### src/rtl/dmem_uart_dump_ctrl.sv
// Port arbiter and dump sequencer for the shared single-port data memory.
// The MEM stage always wins the port; the dump reads word 0 as a count, then streams words 1..N MSB-first.
module dmem_uart_dump_ctrl #(
    parameter int MAX_WORDS = 63
) (
    input  logic        clk,
    input  logic        rst,
    input  logic        start,
    input  logic        cpuWriteEn,
    input  logic        cpuReadEn,
    input  logic [31:0] cpuAddress,
    input  logic [31:0] cpuDataIn,
    output logic        memWriteEn,
    output logic        memReadEn,
    output logic [31:0] memAddress,
    output logic [31:0] memDataIn,
    input  logic [31:0] memDataOut,
    output logic [7:0]  txData,
    output logic        txValid,
    input  logic        txReady,
    output logic        busy,
    output logic        done,
    output logic [2:0]  dbgState
);

    localparam logic [31:0] MAX_W32 = 32'(MAX_WORDS);
    localparam logic [6:0]  MAX_W7  = 7'(MAX_WORDS);

    typedef enum logic [2:0] {
        IDLE      = 3'd0,
        RD_LEN    = 3'd1,
        WAIT_LEN  = 3'd2,
        RD_WORD   = 3'd3,
        WAIT_WORD = 3'd4,
        SEND      = 3'd5,
        DONE      = 3'd6
    } stateT;

    stateT       state;
    stateT       nextState;
    logic [6:0]  idx;
    logic [6:0]  count;
    logic [6:0]  clampedCount;
    logic [31:0] shiftReg;
    logic [1:0]  byteSel;
    logic        cpuHit;
    logic        dumpRead;
    logic        handshake;
    logic        lastByte;
    logic        lastWord;

    assign cpuHit    = cpuReadEn | cpuWriteEn;
    assign dumpRead  = (state == RD_LEN) || (state == RD_WORD);
    // A byte moves on any cycle where txValid and txReady are both high; until then
    // txValid stays high and txData holds its value.
    assign handshake = txValid & txReady;
    assign lastByte  = (byteSel == 2'd3);
    assign lastWord  = (idx == count);
    assign txData    = shiftReg[31:24];
    assign dbgState  = state;

    always_comb begin
        if (memDataOut > MAX_W32) begin
            clampedCount = MAX_W7;
        end else begin
            clampedCount = memDataOut[6:0];
        end
    end

    // The CPU owns the port whenever it asks for it; the dump only uses idle cycles.
    always_comb begin
        memWriteEn = 1'b0;
        memReadEn  = 1'b0;
        memAddress = 32'd0;
        memDataIn  = 32'd0;
        if (cpuHit) begin
            memWriteEn = cpuWriteEn;
            memReadEn  = cpuReadEn;
            memAddress = cpuAddress;
            memDataIn  = cpuDataIn;
        end else if (dumpRead) begin
            memReadEn  = 1'b1;
            memAddress = {25'd0, idx};
        end
    end

    always_comb begin
        nextState = state;
        case (state)
            IDLE: begin
                if (start) begin
                    nextState = RD_LEN;
                end
            end
            RD_LEN: begin
                if (!cpuHit) begin
                    nextState = WAIT_LEN;
                end
            end
            WAIT_LEN: begin
                nextState = (clampedCount == 7'd0) ? DONE : RD_WORD;
            end
            RD_WORD: begin
                if (!cpuHit) begin
                    nextState = WAIT_WORD;
                end
            end
            WAIT_WORD: begin
                nextState = SEND;
            end
            SEND: begin
                if (handshake && lastByte) begin
                    nextState = lastWord ? DONE : RD_WORD;
                end
            end
            DONE: begin
                nextState = IDLE;
            end
            default: begin
                nextState = IDLE;
            end
        endcase
    end

    always_ff @(posedge clk) begin
        if (rst) begin
            state    <= IDLE;
            idx      <= 7'd0;
            count    <= 7'd0;
            shiftReg <= 32'd0;
            byteSel  <= 2'd0;
            txValid  <= 1'b0;
            busy     <= 1'b0;
            done     <= 1'b0;
        end else begin
            state   <= nextState;
            txValid <= (nextState == SEND);
            busy    <= (nextState != IDLE);
            done    <= (nextState == DONE);
            case (state)
                IDLE: begin
                    if (start) begin
                        idx <= 7'd0;
                    end
                end
                WAIT_LEN: begin
                    count <= clampedCount;
                    idx   <= 7'd1;
                end
                // memDataOut is registered, so a CPU access in this cycle cannot disturb it.
                WAIT_WORD: begin
                    shiftReg <= memDataOut;
                    byteSel  <= 2'd0;
                end
                SEND: begin
                    if (handshake) begin
                        shiftReg <= {shiftReg[23:0], 8'h00};
                        byteSel  <= byteSel + 2'd1;
                        if (lastByte && !lastWord) begin
                            idx <= idx + 7'd1;
                        end
                    end
                end
                default: begin
                end
            endcase
        end
    end

endmodule

### config.mk
export PLATFORM = sky130hd
export DESIGN_NAME = dmem_uart_dump_ctrl
export DESIGN_NICKNAME = d
export VERILOG_FILES = /design/src/rtl/dmem_uart_dump_ctrl.sv
export SDC_FILE = /design/constraint.sdc
export NUM_CORES = 1
export LEC_CHECK = 0
export BUFFER_PORTS_ARGS = -buffer_cell sky130_fd_sc_hd__buf_2
export CORE_ASPECT_RATIO = 1.5
export CORE_MARGIN = 3
export CORE_UTILIZATION = 39
export DETAILED_ROUTE_END_ITERATION = 16
export PLACE_DENSITY = 0.85
export SETUP_SLACK_MARGIN = 0.4
export SYNTH_ARGS = -nofsm -noshare
export SYNTH_HDL_FRONTEND = slang
export SYNTH_SLANG_ARGS = --single-unit
export TNS_END_PERCENT = 30
### constraint.sdc
create_clock -name clk -period 2.3 [get_ports clk]
set_input_delay 0.23 -clock clk [delete_from_list [all_inputs] [get_ports clk]]
set_output_delay 0.23 -clock clk [all_outputs]
set_load 0.03 [all_outputs]
==> summary.txt, run 1 <==
Clock network
  – Clock buffer depth: 2
  – CTS tree: yes
  – Worst-path clk slew: 0.10 ns
  – Clk_lat worst skew: around 0.32 ns
  – # H-tree levels: 2
  – Root buffer cell: clkbuf_8
  – Clock Sinks: between 50 and 60
  – Hold_buf cts: 0
  – TritonCTS Buffers: 5

Timing
  – Final setup viols: 0
  – RSZ-0062 raised after global routing: yes
  – Final hold vios: 0
  – Crit path time final: between 1.5 and 2 ns
  – Slew Limit Fails: 0
  – Fin crit share: roughly 80%
  – Fmax: approximately 540 MHz
  – Rel. slew slack: between 30% and 40%
  – Tightest Pin Transition: 0.9226 ns
  – Min Hold Slack: about 0.17 ns
  – Setup slack after layout: 0.4524 ns
  – Setup tns final: 0 ns
  – Worst Skew: 0.01884 ns

Detailed routing
  – Post-DR vias/cell: around 5.3
  – Post-Route WL: between 9000 and 10,000 um
  – Post-route ant nets: 0
  – DR vias: 3,426
  – Starting DRT DRC Count: roughly 140
  – DR pass1 iterations: 4
  – WL per Instance: around 15 um
  – Residual DRC: 0

Min path
  – Hold/Removal Path Class: input port to flip-flop

Global routing
  – Largest net degree at the start of global routing: 66
  – Initial antenna violation count: 0
  – All-Layer GR Usage: between 20 and 25%
  – Global-route wire length before repair: 15,280 um
  – GRT overflow: 0
  – Vias in the first global route: 3,263

Floorplanning
  – Die Footprint: between 8000 and 9000 um^2
  – DIE WIDTH: about 77 um
  – # IOs: between 150 and 200
  – Initial Utilization: 40.74%
  – DIE HEIGHT: roughly 110 um
  – Core box area: between 7000 and 8000 um^2
  – Site Rows: 38

Worst setup path
  – Type of the worst setup path: flip-flop to flip-flop
  – Worst path cell trace: or2_1 > o2111a_1 > a221o_1 > or3_1 > a21oi_2
  – Peak fanout along the critical path: 14
  – CP delay by family, top: compound AO/OA/AOI/OAI gates
  – CP max-delay cell: dfxtp_4
  – Critical path capture point type: flip-flop
  – Required time worst endpoint: ~2.6 ns
  – CP Buf/Inv Count: 0
  – Worst Path Arrival: ~2.1 ns
  – R2R setup slack: between 0.4 and 0.5 ns
  – Crit path largest cell delay: 0.39 ns
  – CP startpoint kind: flip-flop

Power and ir drop
  – LEAKAGE: around 1.8 nW
  – Clk pwr share: around 31%
  – VDD IR-drop max: approximately 0.37 mV
  – NetSw: 683.5 uW
  – Power share of the combinational group: about 25%
  – Switching Fraction: between 30% and 40%
  – Sequential Power Share: between 40% and 50%
  – Int Pwr: about 1.5 mW
  – Power Density: about 540 nW/um^2

Final layout
  – Diodes inserted: 0
  – Area growth, synth to finish: 35.95%
  – Final net count: roughly 660
  – Share of cells above drive strength 1: 37.32%
  – Final Non-Filler Cells: 652
  – Cell area after layout: between 4000 and 5000 um^2
  – Fillcell total: between 700 and 800

Placed design
  – Port-buffer cells: approximately 180
  – Placed cells: approximately 640
  – Dpl ws: about 0.26 ns
  – Placed cell areas: 3905 um^2
  – Detailed Place HPWL: 7782 um
  – Placer Congestion: about 0.94

Synthesis
  – Syn nets: between 400 and 500
  – Synth Warn #: 0
  – Post-synth ARST share: 0%
  – Synth Instances: 390
  – Synth area leader: dfxtp_1
  – Syn Std Cell Area: ~3000 um^2
  – Ranking of synthesized cells by area: dfxtp_1 36%, and2_1 12%, a311oi_1 7.3%, nand2_1 7.2%, nor2_1 6.8%
  – Unique masters post-synth: between 40 and 50
  – Synth top area share: between 30% and 40%
  – Number of synthesized flops with an enable pin: 0
  – Syn_area_per_cell: roughly 7.6 um^2
  – Seq cells post-synth: 54
  – Most common flop cell mapped by yosys: dfxtp_1
  – Sequential area share after synthesis: 36.24%

Run status
  – Status: completed

Flow run
  – Max-cap violations: 0
## power groups by stage
| stage | sequential, mW | combinational [mW] | clock, mW |
|---|---|---|---|
| 6_report | 0.968 | 0.538 | 0.683 |
| 5_1_grt | 0.971 | 0.575 | 0.728 |
| 4_1_cts | 0.969 | 0.534 | 0.692 |
| 3_5_place_dp | 0.990 | 0.530 | 0 |
| 3_3_place_gp | 0.989 | 0.522 | 0 |
| 2_1_floorplan | 0.989 | 0.324 | 0 |
## worst register-to-register path, delay by kind of cell (launching register included)
family             cells  cell delay [ns]
DFF                    1             0.39
and+or+nand+nor        2             0.65
AOI/OAI and AO/OA      3             0.76
## metrics by stage
step	power (mW)	util [%]
2_1_floorplan	1.314	-
3_3_place_gp	1.511	53.33
3_5_place_dp	1.521	53.33
4_1_cts	2.194	55.06
5_1_grt	2.274	55.38
6_report	2.189	55.38
## sequential cells by signal, indices dropped and copies added, names as in the netlist
name and count:
shiftReg 32, count 7, idx 7, dbgState 3
byteSel 2, busy 1, done 1, txValid 1
## area by class of cell
| type | count | area (um^2) | area share [%] |
|---|---|---|---|
| Tap cell | 100 | 125.1 | 3.085 |
| Inverter | 2 | 7.507 | 0.1851 |
| Clock buffer | 6 | 82.58 | 2.036 |
| Clock inverter | 2 | 38.79 | 0.9565 |
| Multi-Input combinational cell | 300 | 1755 | 43.29 |
| Timing Repair Buffer | 188 | 958.4 | 23.63 |
| Sequential cell | 54 | 1087 | 26.81 |
## repair_timing
action                     CTS  global route
cloned                       0             0
setup buffers                0             1
pin swaps                    1             2
setup endpoints to repair   11            13
gates resized for setup      3             6
## cells in the final DEF, fill, tap and decap left out, types with 2 or more instances in the layout
master,instances
buf_2,181
and2_1,58
nand2_1,57
nor2_1,53
dfxtp_1,51
a311oi_1,25
a21oi_1,12
nor4_1,12
nor3_1,8
a22oi_1,8
a22o_1,7
buf_4,7
clkbuf_8,6
xnor2_1,5
nand3_1,5
nand2b_1,4
xor2_1,4
o21ai_0,4
or3_1,4
nand4_1,3
a211oi_1,3
inv_1,2
o211ai_1,2
nor3b_1,2
ha_1,2
dfxtp_2,2
## path summary, 6_finish.rpt
path,cells past startpoint,start,endpoint
worst max register to register,5,dbgState[0]$_SDFF_PP0_,idx[4]$_SDFFE_PP0P_
worst min register to register,2,byteSel[1]$_SDFFE_PP0P_,byteSel[1]$_SDFFE_PP0P_
worst max-delay path,5,dbgState[0]$_SDFF_PP0_,idx[4]$_SDFFE_PP0P_
worst min-delay path,3,memDataOut[23],shiftReg[23]$_SDFFE_PP0P_
## cell usage after synthesis, drive strengths merged, types with 3 or more instances
| library cell | count |
|---|---|
| and2 | 58 |
| nand2 | 57 |
| dfxtp | 54 |
| nor2 | 54 |
| a311oi | 25 |
| clkbuf | 21 |
| a21oi | 14 |
| buf | 13 |
| nor4 | 13 |
| a22oi | 8 |
| nor3 | 8 |
| a22o | 7 |
| nand3 | 5 |
| o21ai | 5 |
| xnor2 | 5 |
| nand2b | 4 |
| or3 | 4 |
| xor2 | 4 |
| a211oi | 3 |
| nand4 | 3 |
## cells by family (layout without fill, tap and decap cells)
group	count (synthesis)	after routing	share of synthesized area (%)
AO/OA/AOI/OAI	74	74	18.71
AND/OR/NAND/NOR	215	215	35.70
flip-flops	54	54	36.24
adder cells (fa/ha/maj)	2	2	0.8388
XOR/XNOR	9	9	2.642
buffers and inverters	36	198	5.873
## layer usage
metal | routed length (um) | part of all wire, % | GRT usage [%]
met5 | 0 | 0 | 0
met1 | 3488 | 36 | 21.76
met4 | 195 | 2.0 | 8.076
met3 | 717 | 7.3 | 5.971
met2 | 5361 | 55 | 41.20
(Power assumes the default switching activity.)
==> run 2, diff against run 1 <==
--- a/config.mk
+++ b/config.mk
@@ -5,12 +5,13 @@
 export SDC_FILE = /design/constraint.sdc
 export NUM_CORES = 1
 export LEC_CHECK = 0
+export ABC_AREA = 1
 export BUFFER_PORTS_ARGS = -buffer_cell sky130_fd_sc_hd__buf_2
 export CORE_ASPECT_RATIO = 1.5
 export CORE_MARGIN = 3
 export CORE_UTILIZATION = 39
 export DETAILED_ROUTE_END_ITERATION = 16
-export PLACE_DENSITY = 0.85
+export PLACE_DENSITY = 0.83
 export SETUP_SLACK_MARGIN = 0.4
 export SYNTH_ARGS = -nofsm -noshare
 export SYNTH_HDL_FRONTEND = slang
==> constraint.sdc (replaced) <==
create_clock -name clk -period 1.7 [get_ports clk]
set_input_delay 0.17 -clock clk [delete_from_list [all_inputs] [get_ports clk]]
set_output_delay 0.17 -clock clk [all_outputs]
set_load 0.03 [all_outputs]
==> summary.txt, run 2 <==
Global routing
  – Vias in the first global route: ~3,800
  – Largest net degree at the start of global routing: 45
  – Global-route wire length before repair: 17,100 um
  – GRT overflow: 0
  – All-Layer GR Usage: between 20% and 30%
  – Initial antenna violation count: 0

Timing
  – Tightest Pin Transition: 0.2417 ns
  – Final hold vios: 0
  – Final setup viols: 0
  – Crit path time final: 1.517 ns
  – Setup slack after layout: roughly 0.18 ns
  – Setup tns final: 0 ns
  – Fin crit share: approximately 89%
  – Fmax: 659.0 MHz
  – RSZ-0062 raised after global routing: yes
  – Slew Limit Fails: 0
  – Worst Skew: slightly above 0.006 ns
  – Rel. slew slack: 83.76%

Synthesis
  – Most frequent cell after synthesis: nand2_1
  – Syn_area_per_cell: between 6 and 7 um^2
  – Seq cells post-synth: 54
  – Synth Warn #: 0
  – Synth top area share: around a third
  – Commonest cells post-synth: 123 x nand2_1, 94 x inv_1, 92 x nor2_1
  – Number of synthesized flops with an enable pin: 0
  – Synth Instances: about 530
  – Sequential area share after synthesis: roughly a third
  – Syn Std Cell Area: 3214 um^2
  – Post-synth ARST share: 0%
  – Synth area leader: dfxtp_1
  – Most common flop cell mapped by yosys: dfxtp_1
  – Unique masters post-synth: 30
  – Syn nets: 630
  – Ranking of synthesized cells by area: dfxtp_1 34%, nand2_1 14%, inv_1 11%, nor2_1 11%, a31oi_1 5.3%

Power and ir drop
  – LEAKAGE: 2.711 nW
  – VDD IR-drop max: about 0.42 mV
  – Power Density: roughly 620 nW/um^2

Clock network
  – Clock buffer depth: 2
  – # H-tree levels: 2
  – Clk_lat worst skew: between 0.2 and 0.3 ns
  – CTS tree: yes
  – Root buffer cell: clkbuf_16
  – TritonCTS Buffers: 5
  – Worst-path clk slew: approximately 0.070 ns
  – Clock Sinks: 54

Worst setup path
  – Required time worst endpoint: 1.90 ns
  – CP Launch Point: dbgState[0]$_SDFF_PP0_
  – FF-to-FF Start: dbgState[0]$_SDFF_PP0_
  – Type of the worst setup path: flip-flop to flip-flop
  – R2R setup slack: roughly 0.18 ns
  – CP startpoint kind: flip-flop
  – Peak fanout along the critical path: 8
  – Worst r2r path cells: 8
  – Critical path capture point type: flip-flop
  – Worst reg2reg path endpoint: shiftReg[23]$_SDFFE_PP0P_
  – Worst Path Arrival: between 1.5 and 2 ns
  – Critical Path Sink: shiftReg[23]$_SDFFE_PP0P_

Placed design
  – Dpl ws: 0.1012 ns
  – Placed cell areas: between 4000 and 5000 um^2
  – Detailed Place HPWL: 8220 um
  – Placed cells: 789
  – Port-buffer cells: between 150 and 200
  – Placer Congestion: 0.9845

Min path
  – Hold/Removal Path Class: input port to flip-flop

Detailed routing
  – Post-Route WL: 12,390 um
  – WL per Instance: ~15 um
  – Post-DR vias/cell: around 5.1
  – DR vias: around 4,200
  – Post-route ant nets: 0
  – DR pass1 iterations: 5
  – Starting DRT DRC Count: 280
  – Residual DRC: 0

Final layout
  – Share of cells above drive strength 1: between 40 and 50%
  – Diodes inserted: 0
  – Final Non-Filler Cells: roughly 830
  – Final core utilization: between 60% and 70%
  – Cell area after layout: 5150 um^2
  – Biggest register: shiftReg
  – Commonest cells after routing, fill and taps aside: 173 x buf_2, 108 x nand2_1, 87 x nor2_1
  – Top flop regs: shiftReg x32, count x7, idx x7
  – Final net count: 831
  – Max reg flops: 32
  – Area growth, synth to finish: 60.22%
  – Most common cell after layout, fill and taps aside: buf_2

Flow run
  – Max-cap violations: 0

Floorplanning
  – Site Rows: 39
  – Core box area: just under 8000 um^2
  – DIE WIDTH: roughly 80 um
  – DIE HEIGHT: about 120 um
  – # IOs: 182
  – Initial Utilization: 41.17%
  – Die Footprint: ~9400 um^2

Run status
  – Status: completed
==> run 2: changes by cell type in the layout (fill, tap and decap cells not counted), moves of 17 or more <==
| cell | previous run | this run |
|---|---|---|
| buf_4 | 7 | 28 |
| a311oi_1 | 25 | 0 |
| o21ai_0 | 4 | 21 |
| nor2_1 | 53 | 87 |
| nand2_1 | 57 | 108 |
| a31oi_1 | 1 | 26 |
| and2_1 | 58 | 0 |
| inv_1 | 2 | 79 |
==> run 2: how the worst min path moves through the flow <==
stage / cells after the start / to / slack [ns] / start
2_1_floorplan: 2 / count[5]$_SDFFE_PP0P_ / 0.32 / memDataOut[5]
3_3_place_gp: 2 / count[6]$_SDFFE_PP0P_ / 0.45 / count[6]$_SDFFE_PP0P_
3_5_place_dp: 2 / shiftReg[3]$_SDFFE_PP0P_ / 0.45 / shiftReg[3]$_SDFFE_PP0P_
4_1_cts: 3 / shiftReg[17]$_SDFFE_PP0P_ / 0.15 / memDataOut[17]
5_1_grt: 3 / shiftReg[14]$_SDFFE_PP0P_ / 0.16 / memDataOut[14]
6_report: 3 / shiftReg[3]$_SDFFE_PP0P_ / 0.15 / memDataOut[3]
==> run 2: routing by layer <==
metal  wire length [um]  part of all wire, %  track usage (%)  up-vias
li1                   -                    -                -     2029
met1               4400                   36            26.84     1910
met2               6654                   54            42.20      233
met3                909                  7.3            3.905       40
met4                423                  3.4            7.328        0
met5                  0                    0                0        -
==> run 2: power by group <==
part / internal (mW) / total (mW) / switching (mW) / leakage (nW)
sequential: 1.28 / 1.30 / 0.0225 / 0.446
clock: 0.540 / 0.985 / 0.445 / 0.0673
combinational: 0.328 / 0.906 / 0.577 / 2.20
==> run 2: per-stage QoR <==
| stage | total power, mW | hold WS (ns) |
|---|---|---|
| after global placement | 2.112 | 0.4484 |
| after global routing | 3.327 | 0.1575 |
| after floorplan | 1.816 | 0.3161 |
| final | 3.191 | 0.1527 |
| after CTS | 3.151 | 0.1515 |
| after detailed placement | 2.123 | 0.4539 |
==> run 2: logic make-up after synthesis <==
kind of cell | after synthesis | synth area share, %
AND/OR/NAND/NOR | 245 | 30.87
buffers and inverters | 130 | 17.05
AO/OA/AOI/OAI | 90 | 16.31
flip-flops | 54 | 33.63
XOR/XNOR | 5 | 1.362
adder cells (fa/ha/maj) | 2 | 0.7784
==> run 2: what timing repair did <==
item,CTS,global route
buffers inserted,16,12
pin swaps,13,11
setup endpoints to repair,104,105
cloned,2,3
hold buffers,0,0
resized for setup,61,42
==> run 2: worst max-delay path, cell delays in order (launching register included) <==
cell	delay, ns
dfxtp_4	0.38
inv_8	0.04
nor3_4	0.21
inv_2	0.09
o21ai_4	0.15
buf_12	0.16
clkbuf_16	0.15
o21ai_0	0.07
a31oi_1	0.19
==> run 2: area by class of cell <==
cell class / count / area [um^2]
inverters: 98 / 387.9
clock inverters: 1 / 6.256
multi-input cells: 342 / 1877
flip-flops and latches: 54 / 1121
well taps: 102 / 127.6
fillers: 658 / 2658
repair buffers: 226 / 1501
clock buffers: 6 / 128.9
==> run 3, diff against run 2 <==
--- a/config.mk
+++ b/config.mk
@@ -6,13 +6,14 @@
 export NUM_CORES = 1
 export LEC_CHECK = 0
 export ABC_AREA = 1
-export BUFFER_PORTS_ARGS = -buffer_cell sky130_fd_sc_hd__buf_2
 export CORE_ASPECT_RATIO = 1.5
 export CORE_MARGIN = 3
 export CORE_UTILIZATION = 39
 export DETAILED_ROUTE_END_ITERATION = 16
-export PLACE_DENSITY = 0.83
+export DONT_BUFFER_PORTS = 1
+export PLACE_DENSITY = 0.64
 export SETUP_SLACK_MARGIN = 0.4
+export SKIP_LAST_GASP = 1
 export SYNTH_ARGS = -nofsm -noshare
 export SYNTH_HDL_FRONTEND = slang
 export SYNTH_SLANG_ARGS = --single-unit
==> summary.txt, run 3 (same netlist as run 2, synthesis figures left out) <==
Global routing
  – Vias in the first global route: about 3,100
  – Global-route wire length before repair: around 15,000 um
  – GRT overflow: 0
  – Largest net degree at the start of global routing: 44
  – All-Layer GR Usage: between 10% and 20%
  – Initial antenna violation count: 0

Worst setup path
  – CP most frequent cell: buf_12
  – FF-to-FF Start: dbgState[2]$_SDFF_PP0_
  – Worst Path Arrival: 1.83 ns
  – Worst path cell trace: inv_4 > nor3_4 > inv_2 > o21ai_4 > buf_12 > buf_12 > buf_16 > o211a_1
  – Peak fanout along the critical path: 12
  – CP startpoint kind: flip-flop
  – Crit path largest cell delay: 0.45 ns
  – CP Launch Point: dbgState[2]$_SDFF_PP0_
  – CP max-delay cell: dfxtp_4
  – Type of the worst setup path: flip-flop to flip-flop
  – Critical path capture point type: flip-flop
  – Required time worst endpoint: roughly 1.9 ns

Flow run
  – Max-cap violations: 0

Run status
  – Status: completed

Final layout
  – Share of cells above drive strength 1: a little over a fifth
  – Area growth, synth to finish: 27.60%
  – Top flop regs: shiftReg x32, count x7, idx x7
  – Final net count: 644
  – Biggest register: shiftReg
  – Cell area after layout: between 4000 and 5000 um^2
  – Commonest cells after routing, fill and taps aside: 112 x nand2_1, 89 x nor2_1, 85 x inv_1
  – Final core utilization: between 50% and 60%
  – Max reg flops: 32
  – Most common cell after layout, fill and taps aside: nand2_1
  – Diodes inserted: 0

Timing
  – Final setup viols: 0
  – Tightest Pin Transition: a little under 0.7 ns
  – Final hold vios: 0
  – Slew Limit Fails: 0
  – Worst Skew: approximately 0.0070 ns
  – RSZ-0062 raised after global routing: yes
  – Fin crit share: between 90 and 100%
  – Setup slack after layout: about 0.10 ns
  – Rel. slew slack: a little over half
  – Fmax: about 630 MHz
  – Setup tns final: 0 ns
  – Crit path time final: ~1.6 ns

Placed design
  – Detailed Place HPWL: approximately 7300 um
  – Placed cell areas: 3498 um^2
  – Port-buffer cells: 0
  – Dpl ws: 0.07783 ns
  – Placer Congestion: 0.9566

Detailed routing
  – DR pass1 iterations: 4
  – Residual DRC: 0
  – WL per Instance: 15.76 um
  – Post-DR vias/cell: 5.123
  – Post-route ant nets: 0
  – Starting DRT DRC Count: between 100 and 150
  – DR vias: around 3,300
  – Post-Route WL: between 10,000 and 15,000 um

Clock network
  – # H-tree levels: 2
  – Root buffer cell: clkbuf_16
  – Worst-path clk slew: about 0.070 ns
  – TritonCTS Buffers: 5
  – Clk_lat worst skew: approximately 0.29 ns
  – Clock buffer depth: 2
  – Clock Sinks: 54
  – CTS tree: yes

Power and ir drop
  – Clk pwr share: 35.4%
  – Int Pwr: roughly 2 mW
  – VDD IR-drop max: 0.3790 mV
  – Power share of the combinational group: approximately a fifth
  – LEAKAGE: ~1.9 nW
  – NetSw: roughly 960 uW
  – Pwr Total: around 3 mW
  – Sequential Power Share: between 40 and 50%
  – Switching Fraction: between 30% and 40%
  – Power Density: 728.3 nW/um^2

Floorplanning
  – # IOs: ~180
  – DIE WIDTH: between 80 and 90 um
  – Site Rows: 39
  – DIE HEIGHT: ~120 um
  – Core box area: around 7800 um^2
  – Initial Utilization: 41.17%
  – Die Footprint: 9390 um^2

Min path
  – Hold Path Origin: memDataOut[4]
  – Hold/Removal Path Class: input port to flip-flop
run 3: cell types whose count changed in the layout (fill, tap and decap cells not counted), sizes merged:
cell,delta
bufbuf,-1
clkinv,+2
dlygate4sd3,+1
clkbuf,-2
buf,-185
inv,-1
run 3: metal layers:
metal,share of wire [%],track usage [%]
met1,40,23.93
met2,53,34.35
met3,6.3,4.518
met4,0.88,4.961
met5,0,0
run 3: power groups by stage:
| stage | Sequential (mW) | Combinational [mW] | Clock, mW |
|---|---|---|---|
| floorplan | 1.34 | 0.477 | 0 |
| global placement | 1.34 | 0.567 | 0 |
| detailed placement | 1.34 | 0.570 | 0 |
| CTS | 1.31 | 0.590 | 1.10 |
| global route | 1.31 | 0.675 | 1.15 |
| finish | 1.31 | 0.623 | 1.06 |
run 3: layout make-up:
cell class,instances,area (um^2)
clock buffer,6,138.9
clock inverter,2,17.52
fill,788,3706
inverter,98,382.9
multi-input combinational,342,1873
sequential,54,1115
tap,102,127.6
timing repair buffer,39,446.7
run 3: metrics by stage:
| step | instances | hold slack [ns] |
|---|---|---|
| 4_1_cts | 634 | -0.07556 |
| 2_1_floorplan | 526 | 0.3161 |
| 3_3_place_gp | 618 | 0.2364 |
| 3_5_place_dp | 618 | 0.2376 |
| 5_1_grt | 643 | 0.009179 |
| 6_report | 643 | 0.01822 |
run 3: timing repair:
action | in CTS | in global routing
endpoints found under the hold margin | 17 | 17
setup endpoints to repair | 80 | 104
setup buffers | 5 | 7
pin swaps | 5 | 13
gates resized for setup | 10 | 54
gates cloned | 3 | 1
run 3: path summary, 6_finish.rpt:
kind / cells past startpoint / endpoint / slack (ns)
hold / removal: 2 / shiftReg[4]$_SDFFE_PP0P_ / 0.02
hold reg to reg: 2 / shiftReg[2]$_SDFFE_PP0P_ / 0.46
setup / recovery: 8 / byteSel[0]$_SDFFE_PP0P_ / 0.10
setup reg to reg: 8 / byteSel[0]$_SDFFE_PP0P_ / 0.10
run 3: worst max-delay path, delay by kind of cell, from the launching register on:
kind	cells	cell delay, ns
compound gates	2	0.33
buf+inv	5	0.54
flops	1	0.45
simple gates	1	0.20
